**config.mk**
```make
export PLATFORM = sky130hd
export DESIGN_NAME = uart_tx_arbiter_flat
export DESIGN_NICKNAME = d
export VERILOG_FILES = /design/src/rtl/uart_tx_arbiter_if.sv /design/src/rtl/uart_tx_arbiter.sv /design/src/flat_wrapper.sv
export SDC_FILE = /design/constraint.sdc
export NUM_CORES = 1
export LEC_CHECK = 0
export ABC_AREA = 1
export CORE_ASPECT_RATIO = 2
export CORE_MARGIN = 3
export CORE_UTILIZATION = 51
export CTS_CLUSTER_DIAMETER = 60
export CTS_CLUSTER_SIZE = 10
export DETAILED_ROUTE_END_ITERATION = 8
export HOLD_SLACK_MARGIN = 0.03
export MAX_ROUTING_LAYER = met4
export PLACE_DENSITY = 0.87
export SYNTH_ARGS = -nofsm -noshare
export SYNTH_HDL_FRONTEND = slang
export SYNTH_SLANG_ARGS = --single-unit
```
**constraint.sdc**
```tcl
create_clock -name clk -period 2.3 [get_ports clk]
set_input_delay 0.46 -clock clk [delete_from_list [all_inputs] [get_ports clk]]
set_output_delay 0.46 -clock clk [all_outputs]
set_load 0.05 [all_outputs]
```
**src/rtl/uart_tx_arbiter_if.sv**
```systemverilog
`default_nettype none
// ============================================================================
//  Module   : uart_tx_arbiter_if
//  Purpose  : Bundles the two requester byte streams and the UART transmitter
//             handshake around uart_tx_arbiter.
//  Ports    : req0_*/req1_*  valid/data/last from requesters, ready back
//             tx_start/tx_data/tx_busy  launch handshake with the transmitter
//             grant/err_timeout/byte_cnt  status outputs of the arbiter
//  Modports : slave  - arbiter view
//             master - environment view (requesters + transmitter)
//  Revision : 1.0 - initial release
// ============================================================================
interface uart_tx_arbiter_if;
    logic        req0_valid;
    logic [7:0]  req0_data;
    logic        req0_last;
    logic        req0_ready;
    logic        req1_valid;
    logic [7:0]  req1_data;
    logic        req1_last;
    logic        req1_ready;
    logic        tx_start;
    logic [7:0]  tx_data;
    logic        tx_busy;
    logic [1:0]  grant;
    logic        err_timeout;
    logic [15:0] byte_cnt;

    modport slave (
        input  req0_valid, req0_data, req0_last,
        output req0_ready,
        input  req1_valid, req1_data, req1_last,
        output req1_ready,
        output tx_start, tx_data,
        input  tx_busy,
        output grant, err_timeout, byte_cnt
    );

    modport master (
        output req0_valid, req0_data, req0_last,
        input  req0_ready,
        output req1_valid, req1_data, req1_last,
        input  req1_ready,
        input  tx_start, tx_data,
        output tx_busy,
        input  grant, err_timeout, byte_cnt
    );
endinterface
`default_nettype wire

```
**src/rtl/uart_tx_arbiter.sv**
```systemverilog
`default_nettype none
// ============================================================================
//  Module   : uart_tx_arbiter
//  Purpose  : Arbitrates two byte requesters onto a single UART transmitter.
//             Round-robin between requesters, packet lock until a byte with
//             last=1, one byte in flight, tx_busy watchdog.
//  Ports    : clk     - clock, rising edge
//             resetn  - asynchronous active-low reset
//             bus     - uart_tx_arbiter_if.slave (requesters, transmitter,
//                       grant/err_timeout/byte_cnt status)
//  Params   : WD_MAX  - cycles to wait for tx_busy to rise after tx_start
//  Revision : 1.0 - initial release
// ============================================================================
module uart_tx_arbiter #(
    parameter int unsigned WD_MAX = 16
) (
    input  wire logic         clk,
    input  wire logic         resetn,
    uart_tx_arbiter_if.slave  bus
);

    localparam int unsigned WD_W = (WD_MAX > 1) ? $clog2(WD_MAX) : 1;
    localparam logic [WD_W-1:0] WD_LAST = WD_W'(WD_MAX - 1);

    typedef enum logic [1:0] {
        IDLE      = 2'd0,
        LAUNCH    = 2'd1,
        WAIT_BUSY = 2'd2,
        WAIT_DONE = 2'd3
    } state_t;

    state_t           state_q,    state_d;
    logic             lock_q,     lock_d;
    logic             lock_id_q,  lock_id_d;
    logic             rr_q,       rr_d;
    logic [7:0]       tx_data_q,  tx_data_d;
    logic [1:0]       grant_q,    grant_d;
    logic [15:0]      byte_cnt_q, byte_cnt_d;
    logic [WD_W-1:0]  wd_q,       wd_d;

    logic             sel_id;
    logic             sel_valid;
    logic [7:0]       sel_data;
    logic             sel_last;
    logic             xfer;
    logic             timeout;

    function automatic logic [1:0] onehot(input logic id);
        return id ? 2'b10 : 2'b01;
    endfunction

    // A locked packet owns the arbiter even while its requester is idle.
    always_comb begin : p_select
        sel_id    = rr_q;
        sel_valid = 1'b0;
        if (lock_q) begin
            sel_id    = lock_id_q;
            sel_valid = lock_id_q ? bus.req1_valid : bus.req0_valid;
        end else if (bus.req0_valid && bus.req1_valid) begin
            sel_id    = rr_q;
            sel_valid = 1'b1;
        end else if (bus.req0_valid) begin
            sel_id    = 1'b0;
            sel_valid = 1'b1;
        end else if (bus.req1_valid) begin
            sel_id    = 1'b1;
            sel_valid = 1'b1;
        end
    end

    // resetn gates ready so nothing is accepted while reset is held.
    assign xfer     = resetn && (state_q == IDLE) && !bus.tx_busy && sel_valid;
    assign sel_data = sel_id ? bus.req1_data : bus.req0_data;
    assign sel_last = sel_id ? bus.req1_last : bus.req0_last;
    assign timeout  = (state_q == WAIT_BUSY) && !bus.tx_busy && (wd_q == WD_LAST);

    assign bus.req0_ready  = xfer && !sel_id;
    assign bus.req1_ready  = xfer &&  sel_id;
    assign bus.tx_start    = (state_q == LAUNCH);
    assign bus.tx_data     = tx_data_q;
    assign bus.grant       = grant_q;
    assign bus.err_timeout = timeout;
    assign bus.byte_cnt    = byte_cnt_q;

    always_comb begin : p_next
        state_d    = state_q;
        lock_d     = lock_q;
        lock_id_d  = lock_id_q;
        rr_d       = rr_q;
        tx_data_d  = tx_data_q;
        grant_d    = grant_q;
        byte_cnt_d = byte_cnt_q;
        wd_d       = wd_q;
        case (state_q)
            IDLE: begin
                if (xfer) begin
                    tx_data_d = sel_data;
                    grant_d   = onehot(sel_id);
                    state_d   = LAUNCH;
                    if (sel_last) begin
                        lock_d = 1'b0;
                        rr_d   = ~sel_id;
                    end else begin
                        lock_d    = 1'b1;
                        lock_id_d = sel_id;
                    end
                end
            end
            LAUNCH: begin
                wd_d    = '0;
                state_d = WAIT_BUSY;
            end
            WAIT_BUSY: begin
                if (bus.tx_busy) begin
                    state_d = WAIT_DONE;
                end else if (timeout) begin
                    state_d = IDLE;
                    lock_d  = 1'b0;
                    grant_d = 2'b00;
                end else begin
                    wd_d = wd_q + WD_W'(1);
                end
            end
            WAIT_DONE: begin
                if (!bus.tx_busy) begin
                    state_d    = IDLE;
                    byte_cnt_d = byte_cnt_q + 16'd1;
                    // Back in IDLE grant shows the packet owner, if any.
                    grant_d    = lock_q ? onehot(lock_id_q) : 2'b00;
                end
            end
            default: state_d = IDLE;
        endcase
    end

    always_ff @(posedge clk or negedge resetn) begin : p_regs
        if (!resetn) begin
            state_q    <= IDLE;
            lock_q     <= 1'b0;
            lock_id_q  <= 1'b0;
            rr_q       <= 1'b0;
            tx_data_q  <= 8'h00;
            grant_q    <= 2'b00;
            byte_cnt_q <= 16'h0000;
            wd_q       <= '0;
        end else begin
            state_q    <= state_d;
            lock_q     <= lock_d;
            lock_id_q  <= lock_id_d;
            rr_q       <= rr_d;
            tx_data_q  <= tx_data_d;
            grant_q    <= grant_d;
            byte_cnt_q <= byte_cnt_d;
            wd_q       <= wd_d;
        end
    end

endmodule
`default_nettype wire

```
**src/flat_wrapper.sv**
```systemverilog
// flat-port wrapper written by rule: the top's interface ports become plain ports
module uart_tx_arbiter_flat 
#(
    parameter int unsigned WD_MAX = 16
)
  (clk, resetn, bus_req0_valid, bus_req0_data, bus_req0_last, bus_req0_ready, bus_req1_valid, bus_req1_data, bus_req1_last, bus_req1_ready, bus_tx_start, bus_tx_data, bus_tx_busy, bus_grant, bus_err_timeout, bus_byte_cnt);
  uart_tx_arbiter_if bus_i ();
  input  wire logic clk;
  input  wire logic resetn;
  input wire logic [$bits(bus_i.req0_valid)-1:0] bus_req0_valid;
  input wire logic [$bits(bus_i.req0_data)-1:0] bus_req0_data;
  input wire logic [$bits(bus_i.req0_last)-1:0] bus_req0_last;
  output wire logic [$bits(bus_i.req0_ready)-1:0] bus_req0_ready;
  input wire logic [$bits(bus_i.req1_valid)-1:0] bus_req1_valid;
  input wire logic [$bits(bus_i.req1_data)-1:0] bus_req1_data;
  input wire logic [$bits(bus_i.req1_last)-1:0] bus_req1_last;
  output wire logic [$bits(bus_i.req1_ready)-1:0] bus_req1_ready;
  output wire logic [$bits(bus_i.tx_start)-1:0] bus_tx_start;
  output wire logic [$bits(bus_i.tx_data)-1:0] bus_tx_data;
  input wire logic [$bits(bus_i.tx_busy)-1:0] bus_tx_busy;
  output wire logic [$bits(bus_i.grant)-1:0] bus_grant;
  output wire logic [$bits(bus_i.err_timeout)-1:0] bus_err_timeout;
  output wire logic [$bits(bus_i.byte_cnt)-1:0] bus_byte_cnt;
  assign bus_i.req0_valid = bus_req0_valid;
  assign bus_i.req0_data = bus_req0_data;
  assign bus_i.req0_last = bus_req0_last;
  assign bus_req0_ready = bus_i.req0_ready;
  assign bus_i.req1_valid = bus_req1_valid;
  assign bus_i.req1_data = bus_req1_data;
  assign bus_i.req1_last = bus_req1_last;
  assign bus_req1_ready = bus_i.req1_ready;
  assign bus_tx_start = bus_i.tx_start;
  assign bus_tx_data = bus_i.tx_data;
  assign bus_i.tx_busy = bus_tx_busy;
  assign bus_grant = bus_i.grant;
  assign bus_err_timeout = bus_i.err_timeout;
  assign bus_byte_cnt = bus_i.byte_cnt;
  uart_tx_arbiter #(.WD_MAX(WD_MAX)) u_core (.clk(clk), .resetn(resetn), .bus(bus_i));
endmodule
```
# Yosys cells after proc, flatten, opt, wreduce, memory -nomap -nowiden
# Cells that the tools add are included.
[totals] reg_bits=35 word_cells=76
[op_classes] addsub=2 eq_ne=10 mux=31 bitwise=3 n_reduce_logical=22
[op_table] operator="2-to-1 mux 2 bit" n=10
[op_table] operator="adder 16 x 1 -> 16 bit, second input constant" n=1
[op_table] operator="2-to-1 mux 1 bit" n=14
[op_table] operator="AND reduction 3 bit" n=4
[op_table] operator="logical AND 1 bit" n=8
[op_table] operator="2-to-1 mux 4 bit" n=2
[op_table] operator="2-to-1 mux 8 bit" n=1
[op_table] operator="!= test 2 bit, second input constant" n=4
[op_table] operator="one-hot mux 2 bit (4 select lines)" n=1
[op_table] operator="one-hot mux 4 bit (2 select lines)" n=1
[op_table] operator="one-hot mux 2 bit (3 select lines)" n=1
[op_table] operator="AND reduction 5 bit" n=1
[op_table] operator="adder 4 x 1 -> 4 bit, second input constant" n=1
[op_table] operator="== test 2 bit, second input constant" n=2
[op_table] operator="== test 4 bit, second input constant" n=1
[op_table] operator="AND reduction 2 bit" n=2
[op_table] operator="AND reduction 4 bit" n=1
[op_table] operator="nonzero test 2 bit" n=2
[op_table] operator="!= test 3 bit, second input constant" n=1
[op_table] operator="inverter 1 bit" n=3
[op_table] operator="nonzero test 3 bit" n=1
[op_table] operator="== test 2 x 1 -> 1 bit, second input constant" n=1
[op_table] operator="zero test 1 bit" n=2
[op_table] operator="zero test 2 bit" n=1
[op_table] operator="other kinds (2)" n=2

# Depth between registers and ports, before layout
[depth] word_depth=8 depth_mapped=10 depth_no_buf=10

# Least setup slack after synthesis
# OpenSTA, ideal clock, no wires.
[synth_path] kind="reg-to-output" start="register u_core.wd_q[0]" end="output bus_err_timeout" arrival_ns=2.092 path_slack_ns=-0.252 stages_incl_launch_ff=4 path_cell_list="dfrtp_1 ha_1 nand3_1 nor4_1"
[synth_via] elab_chain_cells=2
[synth_rtl] item="start: declaration" line="uart_tx_arbiter.sv:39" text="logic [WD_W-1:0] wd_q, wd_d;"
[synth_rtl] item="start signal: assignment" line="uart_tx_arbiter.sv:154" text="wd_q <= wd_d;"
[synth_rtl] item="== test 4 bit" line="uart_tx_arbiter.sv:75" text="assign timeout = (state_q == WAIT_BUSY) && !bus.tx_busy && (wd_q == WD_LAST);"
[synth_rtl] item="logical AND 1 bit" line="uart_tx_arbiter.sv:75"
[synth_rtl] item="end: declaration" line="flat_wrapper.sv:22" text="output wire logic [$bits(bus_i.err_timeout)-1:0] bus_err_timeout;"
# No other way between the ends.

# Worst setup path in the final report
[layout_path] start="input bus_req0_valid" end="output bus_req0_ready"
[layout_via] elab_chain_cells=5 word_cells_on_any_way=11 cone_classes="mux: 7; reduce/logical: 4"
[layout_rtl] item="start: declaration" line="flat_wrapper.sv:10" text="input wire logic [$bits(bus_i.req0_valid)-1:0] bus_req0_valid;"
[layout_rtl] item="2-to-1 mux 1 bit / logical AND 1 bit (equally long branches)" line="uart_tx_arbiter.sv:62, uart_tx_arbiter.sv:59"
[layout_rtl] item="2-to-1 mux 1 bit" line="uart_tx_arbiter.sv:59" text="end else if (bus.req0_valid && bus.req1_valid) begin"
[layout_rtl] item="2-to-1 mux 1 bit" line="uart_tx_arbiter.sv:56" text="if (lock_q) begin"
[layout_rtl] item="logical AND 1 bit / zero test 1 bit (equally long branches)" line="uart_tx_arbiter.sv:72, uart_tx_arbiter.sv:77"
[layout_rtl] item="logical AND 1 bit *" line="uart_tx_arbiter.sv:77" text="assign bus.req0_ready = xfer && !sel_id;"
[layout_rtl] item="end: declaration" line="flat_wrapper.sv:13" text="output wire logic [$bits(bus_i.req0_ready)-1:0] bus_req0_ready;"
# Every way passes the cells marked *; elsewhere a longest branch is shown, timed or not.

==> results.md <==
* Outcome: complete, no violations
* Mapped Cells at 243
* Synth cell types at 25
* DRT iter0 DRCs at 49
* Max_cap viols at 0
* Clk_lat worst skew at 0.29 ns
* Top cells by area, synth: dfrtp_1 (47%), nand2_1 (18%), nand3_1 (7.5%)
* Hold Fails Final Rpt at 0
* Fin Setup TNS at 0 ns
* Fill count at 266
* Post-synth EDFFs at 0
* Worst path cell trace: clkdlybuf4s50_1 -> o21bai_1 -> nand2_1 -> nand2_2 -> nor2_2 -> buf_12
* Max clock buf depth at 2
* Area Growth Syn to Fin at 41.3%
* Sequential-to-total area share from yosys stat at 46.6%
* Worst-path clk slew at 0.08 ns
* Relative slew slack at 65.8%
* Top-count cell post-synth: nand2_1
* VDD IR max at 0.000773 V
* Total GRT Usage at 23.3%
* Worst setup path class: in2out
* Final instance area at 0.00266 mm^2
* CP max stage delay at 0.50 ns
* Worst min path class: reg2reg
* Overall Power at 2.94 mW
* Top cell type by total area after synthesis: dfrtp_1
* Row cnt at 30
* CTS tree: built
* Mapped Area at 0.00188 mm^2
* Core area at 0.00345 mm^2
* CTS sink count at 35
* CTS root buffer: clkbuf_8
* Crit Path Max Fanout at 5
* Hpwl dp at 3.47 mm
* Worst-Margin Slew at 0.512 ns
* Synth top area share at 46.6%
* RSZ-0062 raised after global routing: false
* Global-route wire length before repair at 8.05 mm
* Ys async rst share at 100%
* Remaining Overflow, GRT at 0
* Mapped Nets at 268
* Antenna-violating nets left at 0
* CP Capture Type: primary output
* Initial Util at 54.5%
* WL/cell at 12.8 um
* CP startpoint kind: input port
* Fmax at 460 MHz
* Post-synth top flop: dfrtp_1
* Worst clock skew at 0.0122 ns
* Final-report max-slew violation count at 0
* Routability-driven placement congestion ratio at 0.843
* Port Buf Inserts at 52
* Cts bufs inserted at 5
* Number of vias per cell at 5.16
* Pwr per Cell Area at 1110 mW/mm^2
* DIE WIDTH at 48.9 um
* Post-Route WL at 4.55 mm
* Pin count of the biggest net entering global routing at 36
* IO Count at 53
* Layout cells sized above 1 at 11.1%
* Nets at 331
* LEAKAGE at 1.26 nW
* Fin crit period at 2.17 ns
* Routed via count at 1,833
* Die area at 0.00450 mm^2
* CP arrival at 1.71 ns
* Crit path required time at 1.84 ns
* # resized after CTS at 0
* Register bit total from synthesis at 35
* Residual DRC at 0
* Final setup violation count at 0
* Synthesized area per cell at 7.74 um^2
* Initial antenna violation count at 0
* DRT Pass-1 Iters at 4
* Area post-placement at 0.00252 mm^2
* CTS Hold Bufs at 0
* Vias in the first global route at 1,959
* Tcrit/Tclk final at 94.5%
* Synth warn at 0
* N_diodes at 0
* Top cells by count, synth: nand2_1 (92), dfrtp_1 (35), nand3_1 (28)
* Chip height at 91.9 um
* Htree depth at 2
* Slowest stage cell, crit path: clkdlybuf4s50_1
* Post-CTS setup buffer count at 0
[sequential cells by signal (all words and copies together), names as in the netlist]
register	count
u_core.bus.byte_cnt	16
u_core.bus.tx_data	8
u_core.wd_q	4
u_core.bus.grant	2
u_core.state_q	2
u_core.lock_id_q	1
u_core.lock_q	1
u_core.rr_q	1
[critical path, delay by kind of cell]
kind	cells	cell delay, ns
AOI/OAI and AO/OA	1	0.08
buffers and inverters	2	0.66
and+or+nand+nor	3	0.51
[through the flow]
| stage | worst slack [ns] | utilization [%] | instances | hold slack (ns) |
|---|---|---|---|---|
| after detailed placement | 0.127 | 73.0 | 347 | 0.463 |
| after global placement | 0.173 | 73.0 | 347 | 0.457 |
| after floorplan | 0.328 | - | 243 | 0.164 |
| final | 0.128 | 77.0 | 355 | 0.476 |
| after CTS | 0.123 | 77.0 | 355 | 0.481 |
| after global routing | 0.0358 | 77.0 | 355 | 0.517 |
[cell usage in the layout (no fill, tap or decap), types with 2 or more instances in the layout]
cell type and n:
xor2_1 6, o21ai_0 9, nand4_1 2, nand3b_1 2, ha_1 2, clkbuf_8 5
nor3_1 4, inv_1 23, buf_12 3, xnor2_1 4, nand3_1 28, nor2_1 16
nand2_2 6, dfrtp_1 35, buf_4 6, clkdlybuf4s50_1 48, nand2_1 92, bufinv_16 2
nor2_2 3
[per-layer routing]
layer,share of wire (%),vias to the layer above,wire [um],GRT usage [%]
met4,2.2,0,102,11.4
met5,0,-,0,-
met3,5.1,12,230,4.23
li1,-,892,-,-
met1,36,852,1650,22.3
met2,56,77,2570,43.4
[worst paths after layout]
path | start | end | slack [ns] | depth (start not counted)
max reg2reg | u_core.state_q[0] | u_core.bus.grant[0] | 0.58 | 10
min | u_core.rr_q | u_core.rr_q | 0.48 | 2
max in group asynchronous | resetn | u_core.bus.tx_data[5] | 1.30 | 2
min in group asynchronous | resetn | u_core.bus.byte_cnt[14] | 0.69 | 2
min reg2reg | u_core.rr_q | u_core.rr_q | 0.48 | 2
max | bus_req0_valid | bus_req0_ready | 0.13 | 6
[power breakdown]
part	switching (mW)	total, mW	internal, mW
clock	0.239	0.672	0.432
sequential	0.166	0.953	0.787
combinational	0.876	1.31	0.436
[logic make-up after synthesis]
kind of cell / synth area share [%]
AOI/OAI and AO/OA: 3.93
xor gates and xnor gates: 4.66
adders and majority gates: 1.33
buffers and inverters: 5.39
DFF: 46.6
and+or+nand+nor: 38.1
[cell type report]
type                            instances  area (um^2)  area share [%]
Clock buffer                            5         68.8            2.59
Clock inverter                          3         67.6            2.54
Inverter                               24         90.1            3.39
Multi-Input combinational cell        183          910            34.2
Sequential cell                        35          876            33.0
Tap cell                               48         60.1            2.26
Timing Repair Buffer                   57          586            22.0
Note: power is estimated with default switching activity, not from simulation.
